### config.mk
export PLATFORM = sky130hd
export DESIGN_NAME = trace_replay_driver
export DESIGN_NICKNAME = d
export VERILOG_FILES = /design/src/rtl/trace_replay_pkg.sv /design/src/rtl/trace_replay_mem.sv /design/src/rtl/trace_replay_driver.sv
export SDC_FILE = /design/constraint.sdc
export NUM_CORES = 1
export LEC_CHECK = 0
export ABC_AREA = 1
export CORE_MARGIN = 8
export CORE_UTILIZATION = 49
export CTS_BUF_LIST = sky130_fd_sc_hd__clkbuf_8
export DETAILED_ROUTE_END_ITERATION = 8
export GPL_ROUTABILITY_DRIVEN = 0
export GPL_TIMING_DRIVEN = 0
export PLACE_DENSITY = 0.66
export SLEW_MARGIN = 10
export SYNTH_ARGS = -nofsm -noshare
export SYNTH_HDL_FRONTEND = slang
export SYNTH_SLANG_ARGS = --single-unit
### constraint.sdc
create_clock -name clock -period 3.45 [get_ports clock]
set_input_delay 0.8625 -clock clock [delete_from_list [all_inputs] [get_ports clock]]
set_output_delay 0.8625 -clock clock [all_outputs]
set_load 0.1 [all_outputs]
### src/rtl/trace_replay_pkg.sv
// Shared types and helpers for the trace replay driver.
package trace_replay_pkg;

    typedef enum logic [1:0] {
        IDLE = 2'd0,
        RUN  = 2'd1,
        DONE = 2'd2,
        FAIL = 2'd3
    } state_e;

    localparam int PASS_CNT_W = 16;

    function automatic logic [31:0] clamp_len(input logic [31:0] len_in, input logic [31:0] depth);
        if (len_in > depth) begin
            return depth;
        end else begin
            return len_in;
        end
    endfunction

endpackage

### src/rtl/trace_replay_mem.sv
// Trace storage: stimulus, expected and mask arrays sharing one write port
// and one registered read port returning {stim, exp, mask}.
module trace_replay_mem
    import trace_replay_pkg::*;
#(
    parameter int STIM_W = 8,
    parameter int CHK_W  = 8,
    parameter int DEPTH  = 16,
    parameter int CYC_W  = $clog2(DEPTH + 1)
) (
    input  logic                        clock,
    input  logic                        reset,
    input  logic                        wr_en,
    input  logic [CYC_W-1:0]            wr_addr,
    input  logic [STIM_W-1:0]           wr_stim,
    input  logic [CHK_W-1:0]            wr_exp,
    input  logic [CHK_W-1:0]            wr_mask,
    input  logic                        rd_en,
    input  logic [CYC_W-1:0]            rd_addr,
    output logic [STIM_W+2*CHK_W-1:0]   rd_data
);

    localparam int AW = (DEPTH > 1) ? $clog2(DEPTH) : 1;
    localparam logic [CYC_W-1:0] DEPTH_C = CYC_W'(DEPTH);

    logic [STIM_W-1:0]         stim_mem_q [DEPTH];
    logic [CHK_W-1:0]          exp_mem_q  [DEPTH];
    logic [CHK_W-1:0]          mask_mem_q [DEPTH];
    logic [STIM_W+2*CHK_W-1:0] rd_q;

    // Array contents survive reset; out-of-range addresses are dropped.
    always_ff @(posedge clock) begin
        if (wr_en && (wr_addr < DEPTH_C)) begin
            stim_mem_q[wr_addr[AW-1:0]] <= wr_stim;
            exp_mem_q[wr_addr[AW-1:0]]  <= wr_exp;
            mask_mem_q[wr_addr[AW-1:0]] <= wr_mask;
        end
    end

    // Read register holds its word whenever rd_en is low.
    always_ff @(posedge clock) begin
        if (reset) begin
            rd_q <= {(STIM_W+2*CHK_W){1'b0}};
        end else if (rd_en) begin
            rd_q <= {stim_mem_q[rd_addr[AW-1:0]], exp_mem_q[rd_addr[AW-1:0]],
                     mask_mem_q[rd_addr[AW-1:0]]};
        end
    end

    assign rd_data = rd_q;

endmodule

### src/rtl/trace_replay_driver.sv
// Replays a preloaded stimulus trace into a DUT and checks its masked
// responses cycle by cycle, recording the first mismatching cycle.
module trace_replay_driver
    import trace_replay_pkg::*;
#(
    parameter int STIM_W       = 8,
    parameter int CHK_W        = 8,
    parameter int DEPTH        = 16,
    parameter int STOP_ON_FAIL = 1,
    parameter int CYC_W        = $clog2(DEPTH + 1)
) (
    input  logic                  clock,
    input  logic                  reset,
    input  logic                  wr_en,
    input  logic [CYC_W-1:0]      wr_addr,
    input  logic [STIM_W-1:0]     wr_stim,
    input  logic [CHK_W-1:0]      wr_exp,
    input  logic [CHK_W-1:0]      wr_mask,
    input  logic [CYC_W-1:0]      len,
    input  logic                  start,
    input  logic                  loop,
    input  logic                  abort,
    input  logic [CHK_W-1:0]      dut_out,
    output logic [STIM_W-1:0]     stim,
    output logic                  stim_valid,
    output logic [CYC_W-1:0]      cycle,
    output logic                  running,
    output logic                  done,
    output logic                  fail,
    output logic [CYC_W-1:0]      fail_cycle,
    output logic [PASS_CNT_W-1:0] pass_count
);

    state_e                  state_q;
    logic [CYC_W-1:0]        cycle_q, len_q, fail_cycle_q;
    logic                    loop_q, running_q, stim_valid_q, done_q, fail_q;
    logic [PASS_CNT_W-1:0]   pass_count_q;

    logic [CYC_W-1:0]          len_clamped_s, last_cycle_s, rd_addr_s;
    logic                      rd_en_s, mismatch_s, stop_s, wr_ok_s;
    logic [STIM_W+2*CHK_W-1:0] rd_data_s;
    logic [STIM_W-1:0]         rd_stim_s;
    logic [CHK_W-1:0]          rd_exp_s, rd_mask_s;

    assign {rd_stim_s, rd_exp_s, rd_mask_s} = rd_data_s;
    assign len_clamped_s = CYC_W'(clamp_len(32'(len), 32'(DEPTH)));
    assign last_cycle_s  = len_q - CYC_W'(1);
    assign mismatch_s    = |((dut_out ^ rd_exp_s) & rd_mask_s);
    assign stop_s        = (STOP_ON_FAIL != 0) && mismatch_s;
    assign wr_ok_s       = wr_en && (state_q != RUN);

    // The read address is the next trace cycle, so stim/exp/mask land together.
    always_comb begin
        rd_en_s   = 1'b0;
        rd_addr_s = {CYC_W{1'b0}};
        if (reset || abort) begin
            rd_en_s = 1'b0;
        end else begin
            case (state_q)
                RUN: begin
                    if (stop_s) begin
                        rd_en_s = 1'b0;
                    end else if (cycle_q != last_cycle_s) begin
                        rd_en_s   = 1'b1;
                        rd_addr_s = cycle_q + CYC_W'(1);
                    end else begin
                        rd_en_s = loop_q;
                    end
                end
                IDLE, DONE, FAIL: begin
                    rd_en_s = start && (len_clamped_s != {CYC_W{1'b0}});
                end
                default: rd_en_s = 1'b0;
            endcase
        end
    end

    // Control FSM with all status outputs registered.
    always_ff @(posedge clock) begin
        if (reset) begin
            state_q      <= IDLE;
            cycle_q      <= {CYC_W{1'b0}};
            len_q        <= {CYC_W{1'b0}};
            loop_q       <= 1'b0;
            running_q    <= 1'b0;
            stim_valid_q <= 1'b0;
            done_q       <= 1'b0;
            fail_q       <= 1'b0;
            fail_cycle_q <= {CYC_W{1'b0}};
            pass_count_q <= {PASS_CNT_W{1'b0}};
        end else if (abort) begin
            state_q      <= IDLE;
            running_q    <= 1'b0;
            stim_valid_q <= 1'b0;
            done_q       <= 1'b0;
        end else begin
            case (state_q)
                RUN: begin
                    if (mismatch_s && !fail_q) begin
                        fail_q       <= 1'b1;
                        fail_cycle_q <= cycle_q;
                    end
                    if (stop_s) begin
                        state_q      <= FAIL;
                        running_q    <= 1'b0;
                        stim_valid_q <= 1'b0;
                    end else if (cycle_q != last_cycle_s) begin
                        cycle_q <= cycle_q + CYC_W'(1);
                    end else if (loop_q) begin
                        cycle_q <= {CYC_W{1'b0}};
                        if (pass_count_q != {PASS_CNT_W{1'b1}}) begin
                            pass_count_q <= pass_count_q + PASS_CNT_W'(1);
                        end
                    end else begin
                        state_q      <= DONE;
                        running_q    <= 1'b0;
                        stim_valid_q <= 1'b0;
                        done_q       <= 1'b1;
                        pass_count_q <= PASS_CNT_W'(1);
                    end
                end
                IDLE, DONE, FAIL: begin
                    if (start) begin
                        len_q        <= len_clamped_s;
                        loop_q       <= loop;
                        cycle_q      <= {CYC_W{1'b0}};
                        fail_q       <= 1'b0;
                        fail_cycle_q <= {CYC_W{1'b0}};
                        if (len_clamped_s == {CYC_W{1'b0}}) begin
                            state_q <= DONE;
                            done_q  <= 1'b1;
                        end else begin
                            state_q      <= RUN;
                            running_q    <= 1'b1;
                            stim_valid_q <= 1'b1;
                            done_q       <= 1'b0;
                            pass_count_q <= {PASS_CNT_W{1'b0}};
                        end
                    end
                end
                default: state_q <= IDLE;
            endcase
        end
    end

    trace_replay_mem #(
        .STIM_W (STIM_W),
        .CHK_W  (CHK_W),
        .DEPTH  (DEPTH),
        .CYC_W  (CYC_W)
    ) u_mem (
        .clock   (clock),
        .reset   (reset),
        .wr_en   (wr_ok_s),
        .wr_addr (wr_addr),
        .wr_stim (wr_stim),
        .wr_exp  (wr_exp),
        .wr_mask (wr_mask),
        .rd_en   (rd_en_s),
        .rd_addr (rd_addr_s),
        .rd_data (rd_data_s)
    );

    assign stim       = rd_stim_s;
    assign stim_valid = stim_valid_q;
    assign cycle      = cycle_q;
    assign running    = running_q;
    assign done       = done_q;
    assign fail       = fail_q;
    assign fail_cycle = fail_cycle_q;
    assign pass_count = pass_count_q;

endmodule

==> flow_metrics.py <==
metrics = {
    "synthesis": {
        "synth_top_cell_by_area": "edfxtp_1",
        "yosysWarnings": 0,
        "synth-edff-count": 384,
        "synth_top_area_share_pct": 58.3,
        "yosysMostFrequentCell": "nand2_1",
        "synthesis.area_sq_um": 19800,
        "avgSynthCellArea_sq_um": 9.76,
        "netlist_top_cells_count": "nand2_1, nand3_1, inv_1",
        "ys_ff_latch": 445,
        "synth.distinct_cells": 33,
        "syn_inst": 2029,
        "synthFlopType": "edfxtp_1",
        "ys_seq_area_share_pct": 64.4,
        "async_flop_share_pct": 0,
        "yosys-top-cells-area": "edfxtp_1, nand3_1, nand2_1",
        "synth_nets": 2080,
    },
    "grt": {
        "grt_max_degree": 25,
        "use_met3_pct": 5.74,
        "antenna_found_initial": 0,
        "grt_pass1_wl_um": 81300,
        "overflow": 0,
        "grtUsageMet2_pct": 37.9,
        "grt_use_total_pct": 22.7,
        "first_global_vias": 13900,
        "grt_use_met1_pct": 28.0,
        "busiest_layer": "met2",
    },
    "power": {
        "power.total_w": 0.0108,
        "leakage_nw": 9.66,
        "p_per_area_nw_per_um2": 468,
        "irDropWorstVdd_mv": 0.222,
    },
    "cells_and_area": {
        "insertedDiodeCount": 0,
        "fin_util_pct": 58.0,
        "fillers": 3402,
        "syn_to_final_growth_pct": 16.7,
        "drive_above_1_share_pct": 8.71,
        "multiInputGateArea_sq_um": 5180,
        "final_area_sq_um": 23100,
        "regArea_sq_um": 12800,
        "fin_nets": 2255,
    },
    "sta": {
        "max_freq_mhz": 298,
        "slew_violations": 0,
        "finalHoldViolations": 0,
        "grt_setup_unrepaired": "no",
        "fin_crit_sh_pct": 97.1,
        "finalSetupTns_ns": 0,
        "fin_crit_ns": 3.35,
        "fin_skew_ns": 0.0262,
        "slew_headroom_pct": 33.6,
        "worst_slew_pin_slew_ns": 0.993,
        "setup_viol": 0,
    },
    "route": {
        "drc": 0,
        "routedWlPerCell_um": 19.5,
        "vias_per_cell": 5.23,
        "finalWirelength_um": 54300,
        "drt_pass1_iterations": 5,
        "drt_iter0_markers": 1364,
        "ant_nets": 0,
        "vias": 14600,
    },
    "clock_network": {
        "htreeDepth": 3,
        "ctsHoldBuffers": 0,
        "cts.sinks": 445,
        "cts-root-buf": "clkbuf_8",
        "cts_tree": "built",
        "insertion_delay_ns": 0.62,
        "clockBufferDepth": 3,
        "numCtsBuffers": 73,
        "clk_pin_slew_ns": 0.06,
    },
    "setup_path": {
        "regToRegSetupSlack_ns": 0.33,
        "cp.arrival_ns": 3.87,
        "cp-end-kind": "register",
        "path_class": "in2reg",
        "start_kind": "input pin",
        "required_ns": 3.96,
        "crit_fanout": 10,
    },
    "status": {
        "outcome": "completed",
    },
    "die": {
        "die_area_sq_um": 47100,
        "die_h_um": 217,
        "die_w_um": 217,
        "start_util_pct": 49.7,
        "placementRows": 73,
        "ios": 86,
        "fp.coreArea_sq_um": 39800,
    },
    "placed_design": {
        "dp.final_hpwl_um": 37100,
        "numPortBuffers": 85,
        "place_area_sq_um": 21700,
    },
    "worst_hold_path": {
        "hp-class": "reg2reg",
    },
    "job": {
        "maxCapViolations": 0,
    },
}
-- path summary, 6_finish.rpt --
path / to / from / cells after the start
min reg2reg: u_mem.rd_data[21]$_SDFFE_PP0P_ / u_mem.rd_data[21]$_SDFFE_PP0P_ / 2
max: u_mem.rd_data[5]$_SDFFE_PP0P_ / dut_out[7] / 16
max reg2reg: u_mem.rd_data[6]$_SDFFE_PP0P_ / cycle[0]$_SDFFE_PP0P_ / 18
min: u_mem.rd_data[21]$_SDFFE_PP0P_ / u_mem.rd_data[21]$_SDFFE_PP0P_ / 2
-- state kept, by name, indices dropped and copies added (netlist names), 2 cells and up --
register	cells
cycle	5
fail_cycle	5
len_q	5
pass_count	16
state_q	2
u_mem.exp_mem_q	128
u_mem.mask_mem_q	128
u_mem.rd_data	24
u_mem.stim_mem_q	128
-- cells in the final DEF (no fill, tap or decap), drive strengths merged --
cell type      instances
o21bai                49
nand3                394
buf                   74
o221ai                 1
nand2                467
inv                  429
xor2                   2
or3                    1
xnor2                  2
bufinv                 1
a31oi                  1
ha                     3
a21oi                 31
clkbuf               123
nor4                   2
dfxtp                 61
a211oi                 5
nor3                  13
nor2                  61
o21ai                 17
clkdlybuf4s50         85
and2                   2
edfxtp               384
nor3b                  1
clkinv                21
clkinvlp               2
nand4                 30
-- metrics by stage --
stage | setup slack [ns] | std cells | hold WS [ns]
floorplan | 0.675 | 2029 | 0.449
global placement | -1.45 | 2639 | 0.461
detailed placement | -0.717 | 2651 | 0.466
CTS | 0.0654 | 2784 | 0.476
global route | 0.00720 | 2787 | 0.487
finish | 0.0994 | 2787 | 0.473
-- routing by layer --
metal / up-vias / wire (um)
met4: 0 / 1800
met3: 118 / 5090
met5: - / 0
li1: 7007 / -
met1: 6805 / 21600
met2: 659 / 25800
-- power breakdown --
part,switching [W],internal (W),total [W]
Sequential,0.0000331,0.00590,0.00594
Combinational,0.000494,0.000183,0.000677
Clock,0.00204,0.00215,0.00420
Total,0.00257,0.00824,0.0108
-- cell families after synthesis --
logic type	after synthesis	share of synthesized area, %
compound gates	104	3.34
buf+inv	502	10.1
simple gates	971	21.8
flops	445	64.4
fa+ha+maj	3	0.190
xor+xnor	4	0.177
-- worst max-delay path: stages --
cell and delay [ns]:
clkdlybuf4s50_1 0.51, nand2_1 0.07, nand3_1 0.15, nand2_1 0.09, nor2_2 0.23, nand2_1 0.15, nor2_4 0.26, nand2_1 0.21
inv_2 0.15, buf_2 0.29, clkbuf_4 0.31, nand3_1 0.13, nand3_1 0.09, nand2_1 0.17, nand2_1 0.11, nand2_1 0.05
-- area by class of cell --
cell class	instances	area share, %
well taps	525	2.84
multi-input cells	1082	22.4
inverters	398	6.47
clock buffers	78	4.65
flip-flops and latches	445	55.2
repair buffers	100	5.08
plain buffers	104	2.24
clock inverters	55	1.05
-- repair_timing --
| action | in CTS | in global routing |
|---|---|---|
| pin swaps | 0 | 2 |
| resized for setup | 4 | 14 |
| setup buffers | 0 | 3 |
| setup endpoints to repair | 16 | 24 |
(Power assumes the default switching activity.)
